## src/rtl/bisr_repair_table.sv

```systemverilog
`default_nettype none
// ============================================================================
// Module   : bisr_repair_table
// Purpose  : Built-in self-repair table. During a BIST session it records the
//            failing addresses into a small table of spare-row entries. After
//            the session ends, the table is frozen and used to look up
//            functional accesses that must be steered to a spare row.
// Revision : 1.0 - initial release
// ----------------------------------------------------------------------------
// Parameters
//   ENTRIES      number of spare-row entries (2..8)
//   AW           fault/functional address width ({bank, row})
// Ports
//   clk          rising-edge clock
//   rst          asynchronous active-high reset
//   bist_en      BIST session enable; a rising level starts a new collection
//   fail_in      per-cycle fail strobe from the BIST compare stage
//   fail_addr    failing address, valid while fail_in=1
//   mem_req      functional access request
//   mem_addr     functional access address
//   repair_hit   registered: last cycle's access matched a valid entry
//   repair_idx   registered: lowest matching entry index (0 when no hit)
//   repair_cnt   number of valid entries
//   repair_full  repair_cnt == ENTRIES
//   repair_ovf   sticky: a fault was dropped because the table was full
//   repair_ready table is frozen and lookups are enabled
// Configuration
//   BISR_DEDUP_EN  when defined, a fault whose address is already stored is
//                  dropped (no new entry, no overflow)
// ============================================================================
module bisr_repair_table #(
  parameter int ENTRIES = 4,
  parameter int AW      = 16
) (
  input  logic                       clk,
  input  logic                       rst,
  input  logic                       bist_en,
  input  logic                       fail_in,
  input  logic [AW-1:0]              fail_addr,
  input  logic                       mem_req,
  input  logic [AW-1:0]              mem_addr,
  output logic                       repair_hit,
  output logic [$clog2(ENTRIES)-1:0] repair_idx,
  output logic [$clog2(ENTRIES):0]   repair_cnt,
  output logic                       repair_full,
  output logic                       repair_ovf,
  output logic                       repair_ready
);

  localparam int IW = $clog2(ENTRIES);
  localparam int CW = IW + 1;

  typedef enum logic [1:0] {
    S_IDLE    = 2'd0,
    S_COLLECT = 2'd1,
    S_DONE    = 2'd2
  } state_t;

  state_t          state, state_nxt;
  logic [AW-1:0]   entry [ENTRIES];
  logic [ENTRIES-1:0] valid;
  logic [CW-1:0]   cnt;
  logic            ovf;
  logic            full;
  logic            start;
  logic            dup;
  logic [ENTRIES-1:0] mem_match;
  logic            hit_c;
  logic [IW-1:0]   idx_c;
  logic            hit_q;
  logic [IW-1:0]   idx_q;

  // ---------------------------------------------------------------- FSM
  always_ff @(posedge clk or posedge rst) begin
    if (rst) state <= S_IDLE;
    else     state <= state_nxt;
  end

  always_comb begin
    state_nxt = state;
    case (state)
      S_IDLE:    if (bist_en)  state_nxt = S_COLLECT;
      S_COLLECT: if (!bist_en) state_nxt = S_DONE;
      S_DONE:    if (bist_en)  state_nxt = S_COLLECT;
      default:   state_nxt = S_IDLE;
    endcase
  end

  // A new session wipes the previous results on the very edge it starts.
  assign start = (state_nxt == S_COLLECT) && (state != S_COLLECT);
  assign full  = (cnt == CW'(ENTRIES));

  // ------------------------------------------------------- duplicate check
`ifdef BISR_DEDUP_EN
  logic [ENTRIES-1:0] fail_match;
  for (genvar i = 0; i < ENTRIES; i++) begin : g_fail_cmp
    assign fail_match[i] = valid[i] && (entry[i] == fail_addr);
  end
  assign dup = |fail_match;
`else
  assign dup = 1'b0;
`endif

  // ------------------------------------------------------------ table
  always_ff @(posedge clk or posedge rst) begin
    if (rst) begin
      valid <= '0;
      cnt   <= '0;
      ovf   <= 1'b0;
      for (int i = 0; i < ENTRIES; i++) entry[i] <= '0;
    end else if (start) begin
      valid <= '0;
      cnt   <= '0;
      ovf   <= 1'b0;
    end else if (state == S_COLLECT && fail_in && !dup) begin
      if (!full) begin
        entry[cnt[IW-1:0]] <= fail_addr;
        valid[cnt[IW-1:0]] <= 1'b1;
        cnt                <= cnt + CW'(1);
      end else begin
        ovf <= 1'b1;
      end
    end
  end

  // ------------------------------------------------------------ lookup
  for (genvar i = 0; i < ENTRIES; i++) begin : g_mem_cmp
    assign mem_match[i] = valid[i] && (entry[i] == mem_addr);
  end

  assign hit_c = |mem_match;

  // Scan downwards so the lowest matching index wins.
  always_comb begin
    idx_c = '0;
    for (int i = ENTRIES - 1; i >= 0; i--) begin
      if (mem_match[i]) idx_c = IW'(i);
    end
  end

  // Only register a result when the FSM stays in DONE, so the outputs read
  // zero for every cycle spent in IDLE or COLLECT.
  always_ff @(posedge clk or posedge rst) begin
    if (rst) begin
      hit_q <= 1'b0;
      idx_q <= '0;
    end else if (state == S_DONE && state_nxt == S_DONE && mem_req) begin
      hit_q <= hit_c;
      idx_q <= idx_c;
    end else begin
      hit_q <= 1'b0;
      idx_q <= '0;
    end
  end

  assign repair_hit   = hit_q;
  assign repair_idx   = idx_q;
  assign repair_cnt   = cnt;
  assign repair_full  = full;
  assign repair_ovf   = ovf;
  assign repair_ready = (state == S_DONE);

endmodule
`default_nettype wire

```

## config.mk

```make
export PLATFORM = sky130hd
export DESIGN_NAME = bisr_repair_table
export DESIGN_NICKNAME = d
export VERILOG_FILES = /design/src/rtl/bisr_repair_table.sv
export SDC_FILE = /design/constraint.sdc
export NUM_CORES = 1
export LEC_CHECK = 0
export CAP_MARGIN = 40
export CORE_ASPECT_RATIO = 2
export CORE_MARGIN = 10
export CORE_UTILIZATION = 50
export CTS_CLUSTER_SIZE = 40
export DETAILED_ROUTE_END_ITERATION = 7
export GPL_TIMING_DRIVEN = 1
export PLACE_DENSITY = 0.77
export SYNTH_ARGS = -nofsm -noshare
export SYNTH_HDL_FRONTEND = slang
export SYNTH_SLANG_ARGS = --single-unit
```

## constraint.sdc

```tcl
create_clock -name clk -period 4.1 [get_ports clk]
set_clock_uncertainty 0.2 [all_clocks]
set_input_delay 0.41 -clock clk [delete_from_list [all_inputs] [get_ports clk]]
set_output_delay 0.41 -clock clk [all_outputs]
set_load 0.02 [all_outputs]
```

* Word level (Yosys, flattened, before mapping) *
Cells that the tools add are included.

storage, ports and cells
  register bits = 77
  bits in latches = 0
  RAM bits = 0
  ROM bits = 0
  bits of input ports = 37
  output and inout port bits = 9
  word-level logic and storage cells = 71
  memories kept = 0

operators by class
  add/sub/neg operators = 1
  multipliers = 0
  divide/modulo/power cells = 0
  $lt $le $gt $ge = 4
  eq/ne operators = 11
  shift-type cells = 0
  mux-type cells = 23
  bitwise logic cells = 4
  reduce and logical (&&, ||, !) cells = 18

operators with widths
  cell                                                                     number
  64-bit bitwise mux                                                       1
  16-bit == test                                                           4
  16-bit demux with 2-bit select                                           1
  16-bit 2-to-1 mux                                                        1
  2-bit 2-to-1 mux                                                         7
  4-bit 2-to-1 mux                                                         3
  1-bit logical AND                                                        10
  3-bit 2-to-1 mux                                                         3
  1-bit 2-to-1 mux                                                         5
  2-bit by 1-bit == test with 1-bit output, second input constant          2
  2-bit == test, second input constant                                     2
  2-bit by 1-bit inequality test with 1-bit output, second input constant  2
  4-bit bitwise OR                                                         1
  2-bit case mux with 2 select lines                                       1
  2-bit AND reduction                                                      2
  2-bit nonzero test                                                       2
  4-bit OR reduction                                                       1
  3-bit by 1-bit adder with 3-bit output, second input constant            1
  3-bit == test, second input constant                                     1
  3-bit >= comparator, second input constant                               1
  2-bit by 3-bit < comparator with 1-bit output, second input constant     1
  3-bit by 1-bit < comparator with 1-bit output, second input constant     1
  2-bit NOT with 3-bit output                                              1
  3-bit AND reduction                                                      1
  other kinds (5)                                                          6

* Logic depth before layout (Yosys ltp) *
Gate-level depths: netlist of run 1.

  depth after elaboration = 8
  depth in mapped cells = 9
  gate-level depth less buffers = 8

* Worst setup path after synthesis of run 1 *
Ideal clock, no wire load.

  kind = reg2reg
  start = reg cnt[0], in the netlist repair_cnt[0]
  end = reg entry[48] (netlist bit)
  library setup time = 125 ps
  data arrival time = 1970 ps
  path slack = 1805 ps
  stages on the path, launching flop included = 10
  buffers on the path = 2
  clock period less this slack = 2295 ps
  cell sequence = dfrtp_1 -> inv_1 -> ha_1 -> nand2_1 -> inv_1 -> nor2_8 -> and2_4 -> buf_12 -> buf_12 -> mux2_4

RTL lines
  element                               RTL line  source
  from (decl)                           62        logic [CW-1:0] cnt;
  from (signal assigned)                119       cnt <= cnt + CW'(1);
  3-bit == test                         91        assign full = (cnt == CW'(ENTRIES));
  named net repair_full                 45        output logic repair_full,
  1-bit NOT (no source line)            n/a
  3-bit AND reduction (no source line)  n/a
  to (signal, indexed assignment)       117       entry[cnt[IW-1:0]] <= fail_addr;
  to (decl)                             60        logic [AW-1:0] entry [ENTRIES];

The timed path passes the listed nets, and every way through them passes these cells.
A chain may end at the register's enable or synchronous reset.

* Worst setup path after layout of run 1 *
  start = reg cnt[0], in the netlist repair_cnt[0]
  end = out repair_full

on the way
  cells in the longest elaborated chain, start to end = 1

RTL lines
  element        RTL line
  3-bit == test  91
  to (decl)      45

No other way between the ends.

==> flow_metrics.tcl, run 1 <==
set metrics [dict create \
    status "finished, final reports clean" \
    power_frac_clock_pct 23.4 \
    ys_top_cells_by_area "dfrtp_1, mux2_2, xnor2_1" \
    cts_hold_buffers 0 \
    dp_hpwl_mm 6.31 \
    max-vdd-ir-drop_mv 0.354 \
    grt_max_degree 35 \
    cap_violations 0 \
    dp.cells 412 \
    layout_common_cells "dfrtp_1, mux2_2, clkdlybuf4s50_1" \
    cp_max_fo 6 \
    post-cts-setup-buffers 0 \
    fp.dieH_um 143 \
    nNetsFinal 372 \
    syn_inst 278 \
    cp_data_required_time_ns 3.49 \
    root_buffer "clkbuf_16" \
    rsz0062_at_grt "no" \
    path_common_cell "inv_1" \
    cts_tree "done" \
    vias 2308 \
    clockBufferDepth 2 \
    antenna_cells 0 \
    use_met2_pct 27.8 \
    worstSetupPathType "register to output port" \
    final_common_cell "dfrtp_1" \
    clkSlewWorstSetupHoldPaths_ns 0.05 \
    drive_above_1_share_pct 25.4 \
    power.density_nw_per_um2 638 \
    p_seq_share_pct 45.9 \
    path_cells "inv_1 > ha_1 > nand2_1 > inv_1 > clkdlybuf4s50_1" \
    max-slew-margin-rel_pct 53.1 \
    p_sw_uw 858 \
    synth.largest_area_cell "dfrtp_1" \
    synth_edf_count 0 \
    cpMaxStageDelayCell "clkdlybuf4s50_1" \
    p_leak_nw 2.01 \
    final_hold_viol_count 0 \
    rows 44 \
    start_util_pct 51.6 \
    core-area_um2 7320 \
    track_usage_pct 15.8 \
    ys_seq_area_share_pct 51.0 \
    final_max_slew_viol_count 0 \
    synth.net_count 319 \
    netlist.area_leader.share_pct 51.0 \
    io_pins 46 \
    min_period_over_period_pct 62.5 \
    die-area_um2 11700 \
    cts_max_level 3 \
    crit_buf_inv 3 \
    gr-usage-met3_pct 3.84 \
    final_cell_count_no_fill 423 \
    wl_per_cell_um 19.8 \
    wl_mm 8.37 \
    cts_buffers 9 \
    worstSetupEndpointType "output port" \
    drt-initial-drc-count 106 \
    postSynth.asyncResetShare_pct 100 \
    fmax_mhz 390 \
    vias_per_cell 5.46 \
    io_buffers 45 \
    first_global_vias 2549 \
    syn_area_per_cell_um2 13.6 \
    met1_usage_pct 15.8 \
    setup_viol 0 \
    yosys.cell_types.count 34 \
    comb_power_share_pct 30.7 \
    synthFlopType "dfrtp_1" \
    ant_nets 0 \
    crit_path_start_kind "register" \
    grt-busiest-layer "met2" \
    syn_area_um2 3780 \
    p_int_mw 2.03 \
    ys_ff_latch 77 \
    tns_ns 0 \
    crit_arrival_ns 1.95 \
    critPathMaxStageDelay_ns 0.64 \
    ys_warn_count 0 \
    sw_frac_of_total_pct 29.7 \
    grt_overflow 0 \
    clkSinkCount 77 \
    critical_path.top_delay_family "buffers and inverters" \
    cts.repair.resized 0 \
    clk-insertion-delay-late_ns 0.33 \
    die_x_um 81.5 \
    finalPower_mw 2.89 \
    route.detailed.drc 0 \
    drt_first_pass_iters 4 \
    tightest_slew_ns 0.702 \
    hold_class "register to register" \
    gp_congestion 0.822 \
    area_growth_pct 19.8 \
    grt_pass1_wl_mm 13.6 \
    antenna_found_initial 0 \
    period_minus_slack_ns 2.56 \
]
## cell type report
cell class                      instances  area (um2)
Multi-Input combinational cell        191        1760
Timing Repair Buffer                   47         465
Inverter                                5        18.8
Tap cell                               92         115
Sequential cell                        77        1930
Fill cell                             599        2790
Clock buffer                           11         243
## sequential cells by signal, summed over array words and instances, names as in the netlist
name        flops
repair_hit      1
state           2
repair_ovf      1
repair_cnt      3
repair_idx      2
entry          64
valid           4
## kinds of logic (layout without fill, tap and decap cells)
| family | after synthesis | count (layout) | share of synthesized area, % |
|---|---|---|---|
| xor+xnor | 66 | 66 | 15.3 |
| simple gates | 46 | 46 | 7.91 |
| compound gates | 10 | 10 | 1.85 |
| mux | 65 | 65 | 20.2 |
| buf+inv | 10 | 63 | 2.45 |
| fa+ha+maj | 4 | 4 | 1.32 |
| flops | 77 | 77 | 51.0 |
## worst paths after layout
check,to,start,slack (ns),cells after the start
setup / recovery,repair_full,repair_cnt[0],1.54,5
hold / removal,valid[2],valid[2],0.28,2
setup reg to reg,entry[61],repair_cnt[0],1.83,7
hold reg to reg,valid[2],valid[2],0.28,2
max in group asynchronous,entry[20],rst,2.61,3
min in group asynchronous,entry[5],rst,0.31,2
## per-stage QoR
stage          area (um2)  worst slack [ns]  hold WS (ns)  utilization, %
3_3_place_gp         4290              1.53         0.260            58.6
4_1_cts              4530              1.50         0.284            61.9
5_1_grt              4530              1.43         0.303            61.9
3_5_place_dp         4290              1.53         0.268            58.6
2_1_floorplan        3780              1.52         0.245               -
6_report             4530              1.54         0.283            61.9
## metal layers
layer / wire, um / vias up
met1: 2940 / 1178
met4: 404 / 0
met3: 344 / 22
met2: 4690 / 50
li1: - / 1058
met5: 0 / -
## power groups by stage
stage	Clock, mW	Combinational, mW	Sequential [mW]
after global placement	0	0.868	1.32
after floorplan	0	0.675	1.29
final	0.678	0.887	1.33
after global routing	0.724	0.960	1.37
after CTS	0.692	0.899	1.33
after detailed placement	0	0.890	1.34
## synth_stat cells, types with 3 or more instances
cell and count:
buf_6 3, nor2_1 4, nand3_1 3, nor4_1 8
nand2_4 3, ha_1 4, xor2_1 32, inv_1 5
mux2_2 55, xnor2_1 34, mux2_4 9, dfrtp_1 77
nand4_1 8, nand2_1 9
## tightest hold or removal path: cells and delay by family, from the launching register on
| family | cells | cell delay, ns |
|---|---|---|
| AND/OR/NAND/NOR | 2 | 0.11 |
| flip-flops | 1 | 0.34 |
(Power assumes the default switching activity.)
==> run 2, diff against run 1 <==
--- a/config.mk
+++ b/config.mk
@@ -12,7 +12,7 @@
 export CTS_CLUSTER_SIZE = 40
 export DETAILED_ROUTE_END_ITERATION = 7
 export GPL_TIMING_DRIVEN = 1
-export PLACE_DENSITY = 0.77
+export PLACE_DENSITY = 0.8
 export SYNTH_ARGS = -nofsm -noshare
 export SYNTH_HDL_FRONTEND = slang
 export SYNTH_SLANG_ARGS = --single-unit
==> constraint.sdc (replaced) <==
create_clock -name clk -period 2.3 [get_ports clk]
set_clock_uncertainty 0.2 [all_clocks]
set_input_delay 0.23 -clock clk [delete_from_list [all_inputs] [get_ports clk]]
set_output_delay 0.23 -clock clk [all_outputs]
set_load 0.02 [all_outputs]
==> flow_metrics.tcl, run 2 (synthesis gave the netlist of run 1 again) <==
set metrics [dict create \
    status "finished, final reports clean" \
    r2r-start "repair_cnt[0]" \
    drt-initial-drc-count 147 \
    final_common_cell "dfrtp_1" \
    root_buffer "clkbuf_16" \
    worstSetupEndpointType "register" \
    ant_nets 0 \
    fin_util_pct 63.8 \
    fmax_mhz 464 \
    die_x_um 81.5 \
    drive_above_1_share_pct 28.1 \
    ff2ff_setup_slack_ns 0.14 \
    gp_congestion 0.785 \
    crit_arrival_ns 2.17 \
    nNetsFinal 382 \
    cts_tree "done" \
    dp_slack_ns -0.168 \
    rr_worst_depth 8 \
    io_buffers 45 \
    first_global_vias 2617 \
    io_pins 46 \
    min_period_over_period_pct 93.7 \
    wl_per_cell_um 18.6 \
    max-slew-margin-rel_pct 63.5 \
    largest_reg_flops 64 \
    worstSetupPathType "register to register" \
    clk-insertion-delay-late_ns 0.33 \
    use_met2_pct 27.4 \
    fp.dieH_um 143 \
    wl_mm 8.13 \
    setup_viol 0 \
    setup_slack_ns 0.144 \
    regToRegEndpoint "entry[18]" \
    top_register "entry" \
    met1_usage_pct 15.0 \
    gr-usage-met3_pct 3.58 \
    hold_class "input pin to asynchronous set/reset pin" \
    cts_hold_buffers 0 \
    final_hold_viol_count 0 \
    grt_pass1_wl_mm 13.1 \
    antenna_found_initial 0 \
    antenna_cells 0 \
    drt_first_pass_iters 4 \
    crit_path_start_kind "register" \
    cp_data_required_time_ns 2.31 \
    rsz0062_at_grt "no" \
    clkSinkCount 77 \
    dp_hpwl_mm 6.10 \
    die-area_um2 11700 \
    layout_common_cells "dfrtp_1, mux2_2, clkdlybuf4s50_1" \
    core-area_um2 7320 \
    power.density_nw_per_um2 1130 \
    vias_per_cell 5.30 \
    period_minus_slack_ns 2.16 \
    cts_max_level 3 \
    track_usage_pct 15.0 \
    cp_max_fo 17 \
    route.detailed.drc 0 \
    vias 2316 \
    grt_overflow 0 \
    clkSlewWorstSetupHoldPaths_ns 0.06 \
    clockBufferDepth 2 \
    start_util_pct 51.6 \
    final_max_slew_viol_count 0 \
    grt_max_degree 37 \
    tightest_slew_ns 0.546 \
    rows 44 \
    p_leak_nw 2.09 \
    cap_violations 0 \
    max-vdd-ir-drop_mv 0.666 \
    area_growth_pct 23.5 \
    cts_buffers 9 \
    grt-busiest-layer "met2" \
]
-- run 2: cell count changes in the layout (fill, tap and decap cells not counted), sizes merged --
cell / previous run / this run
buf: 2 / 12
clkbuf: 11 / 14
clkdlybuf4s50: 45 / 44
clkinv: 0 / 1
clkinvlp: 0 / 1
dlygate4sd2: 0 / 1
inv: 5 / 4
-- run 2: how the worst max path moves through the flow --
stage	from	to	slack, ns	cells after the start
6_report	repair_cnt[0]	entry[18]	0.14	8
5_1_grt	repair_cnt[0]	entry[15]	0.03	8
3_5_place_dp	mem_addr[4]	repair_idx[1]	-0.17	7
4_1_cts	repair_cnt[0]	entry[18]	0.13	8
3_3_place_gp	mem_addr[4]	repair_idx[1]	-0.12	7
2_1_floorplan	repair_cnt[0]	entry[48]	0.005	9
-- run 2: layer usage --
layer	vias up	routed length, um
met5	-	0
met4	0	210
met3	17	293
met2	32	4620
met1	1177	3010
li1	1090	-
-- run 2: critical path, cell delays in order, from the launching register on --
cell and delay [ns]:
dfrtp_1 0.44, inv_1 0.11, ha_1 0.18, nand2_1 0.08
inv_1 0.16, nor2_8 0.06, buf_4 0.17, nand2_4 0.24
mux2_2 0.38
-- run 2: repair_timing --
action                     CTS  global route
setup buffers                0             0
gates resized for setup      1             0
setup endpoints to repair    1             0
-- run 2: cell type report --
cell class | instances | area (um2)
Clock buffer | 14 | 274
Inverter | 5 | 22.5
Fill cell | 551 | 2650
Tap cell | 92 | 115
Sequential cell | 77 | 1930
Multi-Input combinational cell | 191 | 1760
Timing Repair Buffer | 57 | 564
Clock inverter | 1 | 5.00
-- run 2: per-stage QoR --
stage,setup TNS [ns],instance area [um2],power (mW),instances,hold slack (ns)
final,0,4670,5.27,437,0.0945
after CTS,0,4670,5.31,437,0.108
after global routing,0,4670,5.54,437,0.144
after detailed placement,-0.404,4390,3.97,422,0.264
after floorplan,0,3780,3.50,278,0.0964
after global placement,-0.260,4390,3.91,422,0.263
-- run 2: power by group --
part	internal, mW	total (mW)	leakage (nW)	switching (mW)
Sequential	1.95	2.37	0.974	0.415
Clock	0.811	1.32	0.139	0.508
Combinational	0.957	1.58	0.976	0.620
